File: config.mk
export PLATFORM = sky130hd
export DESIGN_NAME = program_loader
export DESIGN_NICKNAME = d
export VERILOG_FILES = /design/src/rtl/cpu_pkg.sv /design/src/rtl/sync_edge_detect.sv /design/src/rtl/program_loader.sv
export SDC_FILE = /design/constraint.sdc
export NUM_CORES = 1
export LEC_CHECK = 0
export ABC_AREA = 1
export CAP_MARGIN = 20
export CORE_MARGIN = 2
export CORE_UTILIZATION = 48
export CTS_CLUSTER_SIZE = 25
export DETAILED_ROUTE_END_ITERATION = 7
export PLACE_DENSITY = 0.92
export SLEW_MARGIN = 20
export SYNTH_ARGS = -nofsm -noshare
export SYNTH_HDL_FRONTEND = slang
export SYNTH_SLANG_ARGS = --single-unit
File: constraint.sdc
create_clock -name clk -period 1.85 [get_ports clk]
set_clock_uncertainty 0.05 [all_clocks]
set_input_delay 0.37 -clock clk [delete_from_list [all_inputs] [get_ports clk]]
set_output_delay 0.37 -clock clk [all_outputs]
set_load 0.03 [all_outputs]
File: src/rtl/cpu_pkg.sv
// Shared definitions for the 8-bit CPU slice: program RAM geometry,
// instruction field widths and the program loader's FSM state encoding.
package cpu_pkg;

  // Default program RAM geometry.
  localparam int RAM_BYTES_DEF = 16;
  localparam int ADDR_W_DEF    = 4;

  // Instruction byte layout: {opcode, operand}.
  localparam int OPCODE_W  = 4;
  localparam int OPERAND_W = 4;
  localparam int INSTR_W   = OPCODE_W + OPERAND_W;

  // Program loader states.
  typedef enum logic [1:0] {
    ST_RUN   = 2'd0,
    ST_LOAD  = 2'd1,
    ST_WRITE = 2'd2,
    ST_FULL  = 2'd3
  } loader_state_t;

  // Opcode field of an instruction byte.
  function automatic logic [OPCODE_W-1:0] instr_opcode(input logic [INSTR_W-1:0] instr);
    return instr[INSTR_W-1:OPERAND_W];
  endfunction

  // Operand field of an instruction byte.
  function automatic logic [OPERAND_W-1:0] instr_operand(input logic [INSTR_W-1:0] instr);
    return instr[OPERAND_W-1:0];
  endfunction

endpackage

File: src/rtl/sync_edge_detect.sv
// Multi-flop synchroniser for an asynchronous level, followed by a delay
// flop and a registered one-cycle rising-edge pulse.
module sync_edge_detect #(
  parameter int SYNC_STAGES = 2
) (
  input  logic clk,
  input  logic rst_n,
  input  logic i_async,
  output logic o_level,
  output logic o_rise
);

  logic [SYNC_STAGES-1:0] r_sync;
  logic                   r_dly;
  logic                   r_rise;
  logic                   w_level;

  assign w_level = r_sync[SYNC_STAGES-1];

  // Synchronise the input, keep a one-cycle delayed copy, register the edge.
  always_ff @(posedge clk or negedge rst_n) begin
    if (!rst_n) begin
      r_sync <= '0;
      r_dly  <= 1'b0;
      r_rise <= 1'b0;
    end else begin
      r_sync <= {r_sync[SYNC_STAGES-2:0], i_async};
      r_dly  <= w_level;
      r_rise <= w_level & ~r_dly;
    end
  end

  assign o_level = w_level;
  assign o_rise  = r_rise;

endmodule

File: src/rtl/program_loader.sv
// Program loader: fills program RAM from an asynchronous byte port while
// holding the CPU core in reset, then releases the core when load mode ends.
//
// Handshake: the byte port has no ready. A rising edge on byte_strobe marks
// byte_in valid; byte_in must be stable from SYNC_STAGES+1 cycles before the
// strobe rises until it falls. The RAM side is a fire-and-forget write:
// ram_we is a one-cycle pulse with ram_addr/ram_data stable for that cycle,
// and the RAM is assumed to always accept it.
module program_loader
  import cpu_pkg::*;
#(
  parameter int RAM_BYTES   = RAM_BYTES_DEF,
  parameter int ADDR_W      = ADDR_W_DEF,
  parameter int SYNC_STAGES = 2
) (
  input  logic              clk,
  input  logic              rst_n,
  input  logic              load_mode,
  input  logic              byte_strobe,
  input  logic [7:0]        byte_in,
  output logic [ADDR_W-1:0] ram_addr,
  output logic [7:0]        ram_data,
  output logic              ram_we,
  output logic              cpu_rst_n,
  output logic [ADDR_W:0]   byte_count,
  output logic              full,
  output logic              overflow,
  output loader_state_t     o_dbg_state
);

  localparam logic [ADDR_W:0] FULL_COUNT = (ADDR_W+1)'(RAM_BYTES);
  localparam logic [ADDR_W:0] ONE        = (ADDR_W+1)'(1);

  loader_state_t     r_state;
  logic [ADDR_W-1:0] r_ram_addr;
  logic [7:0]        r_ram_data;
  logic              r_ram_we;
  logic              r_cpu_rst_n;
  logic [ADDR_W:0]   r_byte_count;
  logic              r_full;
  logic              r_overflow;

  logic              w_mode;
  logic              w_mode_rise;
  logic              w_strobe_level;
  logic              w_strobe_rise;
  logic [ADDR_W:0]   w_count_inc;
  logic              w_unused;

  sync_edge_detect #(.SYNC_STAGES(SYNC_STAGES)) u_sync_mode (
    .clk     (clk),
    .rst_n   (rst_n),
    .i_async (load_mode),
    .o_level (w_mode),
    .o_rise  (w_mode_rise)
  );

  sync_edge_detect #(.SYNC_STAGES(SYNC_STAGES)) u_sync_strobe (
    .clk     (clk),
    .rst_n   (rst_n),
    .i_async (byte_strobe),
    .o_level (w_strobe_level),
    .o_rise  (w_strobe_rise)
  );

  // Only the load_mode level and the strobe edge drive the FSM.
  assign w_unused    = w_mode_rise ^ w_strobe_level;
  assign w_count_inc = r_byte_count + ONE;

  // Loader FSM; all outputs are registered alongside the state, and
  // cpu_rst_n is set from the state being entered on each edge.
  always_ff @(posedge clk or negedge rst_n) begin
    if (!rst_n) begin
      r_state      <= ST_RUN;
      r_ram_addr   <= '0;
      r_ram_data   <= '0;
      r_ram_we     <= 1'b0;
      r_cpu_rst_n  <= 1'b0;
      r_byte_count <= '0;
      r_full       <= 1'b0;
      r_overflow   <= 1'b0;
    end else begin
      r_ram_we <= 1'b0;
      case (r_state)
        ST_RUN: begin
          if (w_mode) begin
            // New session: restart at address 0 with clean flags.
            r_state      <= ST_LOAD;
            r_byte_count <= '0;
            r_full       <= 1'b0;
            r_overflow   <= 1'b0;
            r_cpu_rst_n  <= 1'b0;
          end else begin
            r_cpu_rst_n <= 1'b1;
          end
        end
        ST_LOAD: begin
          // load_mode falling takes priority over a coincident strobe.
          if (!w_mode) begin
            r_state     <= ST_RUN;
            r_cpu_rst_n <= 1'b1;
          end else if (w_strobe_rise) begin
            r_state     <= ST_WRITE;
            r_ram_data  <= byte_in;
            r_ram_addr  <= r_byte_count[ADDR_W-1:0];
            r_ram_we    <= 1'b1;
            r_cpu_rst_n <= 1'b0;
          end else begin
            r_cpu_rst_n <= 1'b0;
          end
        end
        ST_WRITE: begin
          // The write always completes; address/data stay put afterwards.
          r_byte_count <= w_count_inc;
          if (w_count_inc == FULL_COUNT) begin
            r_full      <= 1'b1;
            r_state     <= ST_FULL;
            r_cpu_rst_n <= 1'b0;
          end else if (w_mode) begin
            r_state     <= ST_LOAD;
            r_cpu_rst_n <= 1'b0;
          end else begin
            r_state     <= ST_RUN;
            r_cpu_rst_n <= 1'b1;
          end
        end
        ST_FULL: begin
          if (w_strobe_rise) begin
            r_overflow <= 1'b1;
          end
          if (!w_mode) begin
            r_state     <= ST_RUN;
            r_cpu_rst_n <= 1'b1;
          end else begin
            r_cpu_rst_n <= 1'b0;
          end
        end
        default: begin
          r_state     <= ST_RUN;
          r_cpu_rst_n <= 1'b1;
        end
      endcase
    end
  end

  assign ram_addr    = r_ram_addr;
  assign ram_data    = r_ram_data;
  assign ram_we      = r_ram_we;
  assign cpu_rst_n   = r_cpu_rst_n;
  assign byte_count  = r_byte_count;
  assign full        = r_full;
  assign overflow    = r_overflow;
  assign o_dbg_state = r_state;

endmodule

==> flow_summary.json <==
{
  "ctsResizeCount": 5,
  "die_x_um": 52.8,
  "worstMarginPinSlew_ns": 0.335,
  "synth_area_leaders": "dfrtp_1, nand2_1, inv_1",
  "setup_viol": 0,
  "synthesis.area_sq_um": 1140,
  "max_slew_margin": 0.776,
  "crit_chain": "clkdlybuf4s50_1",
  "clock_sinks": 29,
  "design_area_sq_um": 1560,
  "power.leakage_nw": 0.795,
  "period_needed_ns": 1.78,
  "rsz0062_at_grt": "no",
  "grt_pass1_vias": 929,
  "end_kind": "primary output",
  "critPathSlowestCell": "clkdlybuf4s50_1",
  "clkLatencyLatePin_ns": 0.31,
  "coreArea_sq_um": 2230,
  "cts_buffers": 5,
  "cts_max_level": 2,
  "ys_ff_latch": 29,
  "ys_warn_count": 0,
  "postPlaceCellArea_sq_um": 1520,
  "antenna_cells": 0,
  "rows": 17,
  "drive_gt1_frac": 0.0943,
  "ant_nets": 0,
  "dp_hpwl_um": 1710,
  "drtIter0Drc": 13,
  "status": "finished, final reports clean",
  "overflow": 0,
  "final_cell_mix": "nand2_1, dfrtp_1, clkdlybuf4s50_1",
  "fin_crit_sh": 0.964,
  "clockBufferDepth": 2,
  "remaining_drc_errors": 0,
  "cts_root_buf": "clkbuf_4",
  "fin_setup_tns_ns": 0,
  "ys_types": 20,
  "slowest_delay_ns": 0.68,
  "clk_pin_slew_ns": 0.08,
  "path_buf_inv": 1,
  "hold_violations": 0,
  "initial_utilization": 0.513,
  "p_per_area_nw_per_um2": 933,
  "synthCells": 119,
  "setup.worst_path.class": "reg -> out",
  "drtPass1Iterations": 5,
  "vdd_ir_drop_max_mv": 0.734,
  "areaGrowthSynthToFinish_pct": 35.8,
  "hold_buffers": 0,
  "grt_start_max_net_pins": 30,
  "port_buffers": 34,
  "grt_pass1_wl_um": 3830,
  "synth_top_area_frac": 0.634,
  "yosysSeqAreaShare": 0.634,
  "critical_path_arrival_ns": 1.36,
  "synth.largest_area_cell": "dfrtp_1",
  "grt_antenna_before_repair": 0,
  "via_per_inst": 4.94,
  "crit_fanout": 2,
  "routed_wirelength_um": 2230,
  "fill_cells": 165,
  "pin_count": 35,
  "seq_area_sq_um": 726,
  "final_common_cell": "nand2_1",
  "syn-num-nets": 132,
  "cp_top_family": "buffers and inverters",
  "min_path_type": "reg -> reg",
  "cts_tree": "done",
  "routedWlPerCell_um": 11.9,
  "drv_cap": 0,
  "die_area_sq_um": 2790,
  "pre_cts_slack_ns": 0.299,
  "clock.fmax_ghz": 0.561,
  "postSynthAreaPerCell_sq_um": 9.62,
  "nets": 173,
  "track_usage": 0.199,
  "post_cts_buffers": 0,
  "gp_congestion": 0.820,
  "fp.dieH_um": 52.8,
  "critical_path.startpoint_type": "flip-flop",
  "drv_slew": 0,
  "required_ns": 1.43,
  "multiInputGateArea_sq_um": 342,
  "vias": 924,
  "setup_slack_ns": 0.0670
}
==> registers in the layout (all words and copies together) (netlist names) <==
name,count
u_sync_strobe.o_rise,1
full,1
ram_data,8
byte_count,5
o_dbg_state,2
overflow,1
u_sync_mode.r_sync,2
u_sync_strobe.r_dly,1
ram_addr,4
cpu_rst_n,1
u_sync_strobe.r_sync,2
ram_we,1
==> cells in the mapped netlist <==
master   count
buf_6        1
dfrtp_1     29
nand2_1     42
nand3_1      5
o21ai_1      2
nor2_8       1
nand4_1      1
o31ai_1      1
inv_1       15
nand2_2      1
ha_1         1
nor3_1       1
o32ai_1      1
nor2_1       6
inv_4        1
nor2_2       2
a21oi_1      1
o21ai_0      5
inv_2        1
o21ai_2      2
==> final timing paths <==
kind | startpoint | endpoint | slack, ns | cells after the start
setup / recovery | ram_data[3]$_DFFE_PN0P_ | ram_data[3] | 0.07 | 1
hold / removal | u_sync_mode.r_sync[0]$_DFF_PN0_ | u_sync_mode.r_sync[1]$_DFF_PN0_ | 0.30 | 0
setup reg to reg | byte_count[0]$_DFFE_PN0P_ | o_dbg_state[1]$_DFFE_PN0P_ | 0.50 | 8
hold reg to reg | u_sync_mode.r_sync[0]$_DFF_PN0_ | u_sync_mode.r_sync[1]$_DFF_PN0_ | 0.30 | 0
max in group asynchronous | rst_n | ram_data[4]$_DFFE_PN0P_ | 1.12 | 2
min in group asynchronous | rst_n | o_dbg_state[1]$_DFFE_PN0P_ | 0.38 | 2
==> cells by family (layout without fill, tap and decap cells) <==
kind of cell    count (synthesis)  count (layout)  share of synthesized area
compound gates                 12              12                     0.0645
fa+ha+maj                       1               1                     0.0109
buf+inv                        18              58                     0.0678
flops                          29              29                      0.634
simple gates                   59              59                      0.223
==> metal layers <==
layer	routed length, um	part of all wire	GRT usage
met1	914	0.41	0.226
met2	1080	0.49	0.323
met3	173	0.078	0.0829
met4	55	0.025	0.0897
met5	0	0	0
==> cell type report <==
cell class / count / share of cell area
clock buffers: 5 / 0.0241
clock inverters: 1 / 0.00322
inverters: 17 / 0.0426
multi-input cells: 72 / 0.220
flip-flops and latches: 29 / 0.467
well taps: 28 / 0.0225
repair buffers: 35 / 0.221
==> power by group <==
group          total, mW  switching (mW)  internal, mW
logic              0.382           0.228         0.154
clock network      0.319           0.188         0.131
registers          0.750          0.0473         0.703
total               1.45           0.463         0.988
==> through the flow <==
stage               total power, mW   util  instances  hold slack (ns)
floorplan                     0.959      -        119           0.0244
global placement               1.14  0.679        181            0.281
detailed placement             1.15  0.679        181            0.285
CTS                            1.47  0.695        187            0.303
global route                   1.54  0.696        187            0.316
finish                         1.45  0.696        187            0.302
Note: power is estimated with default switching activity, not from simulation.
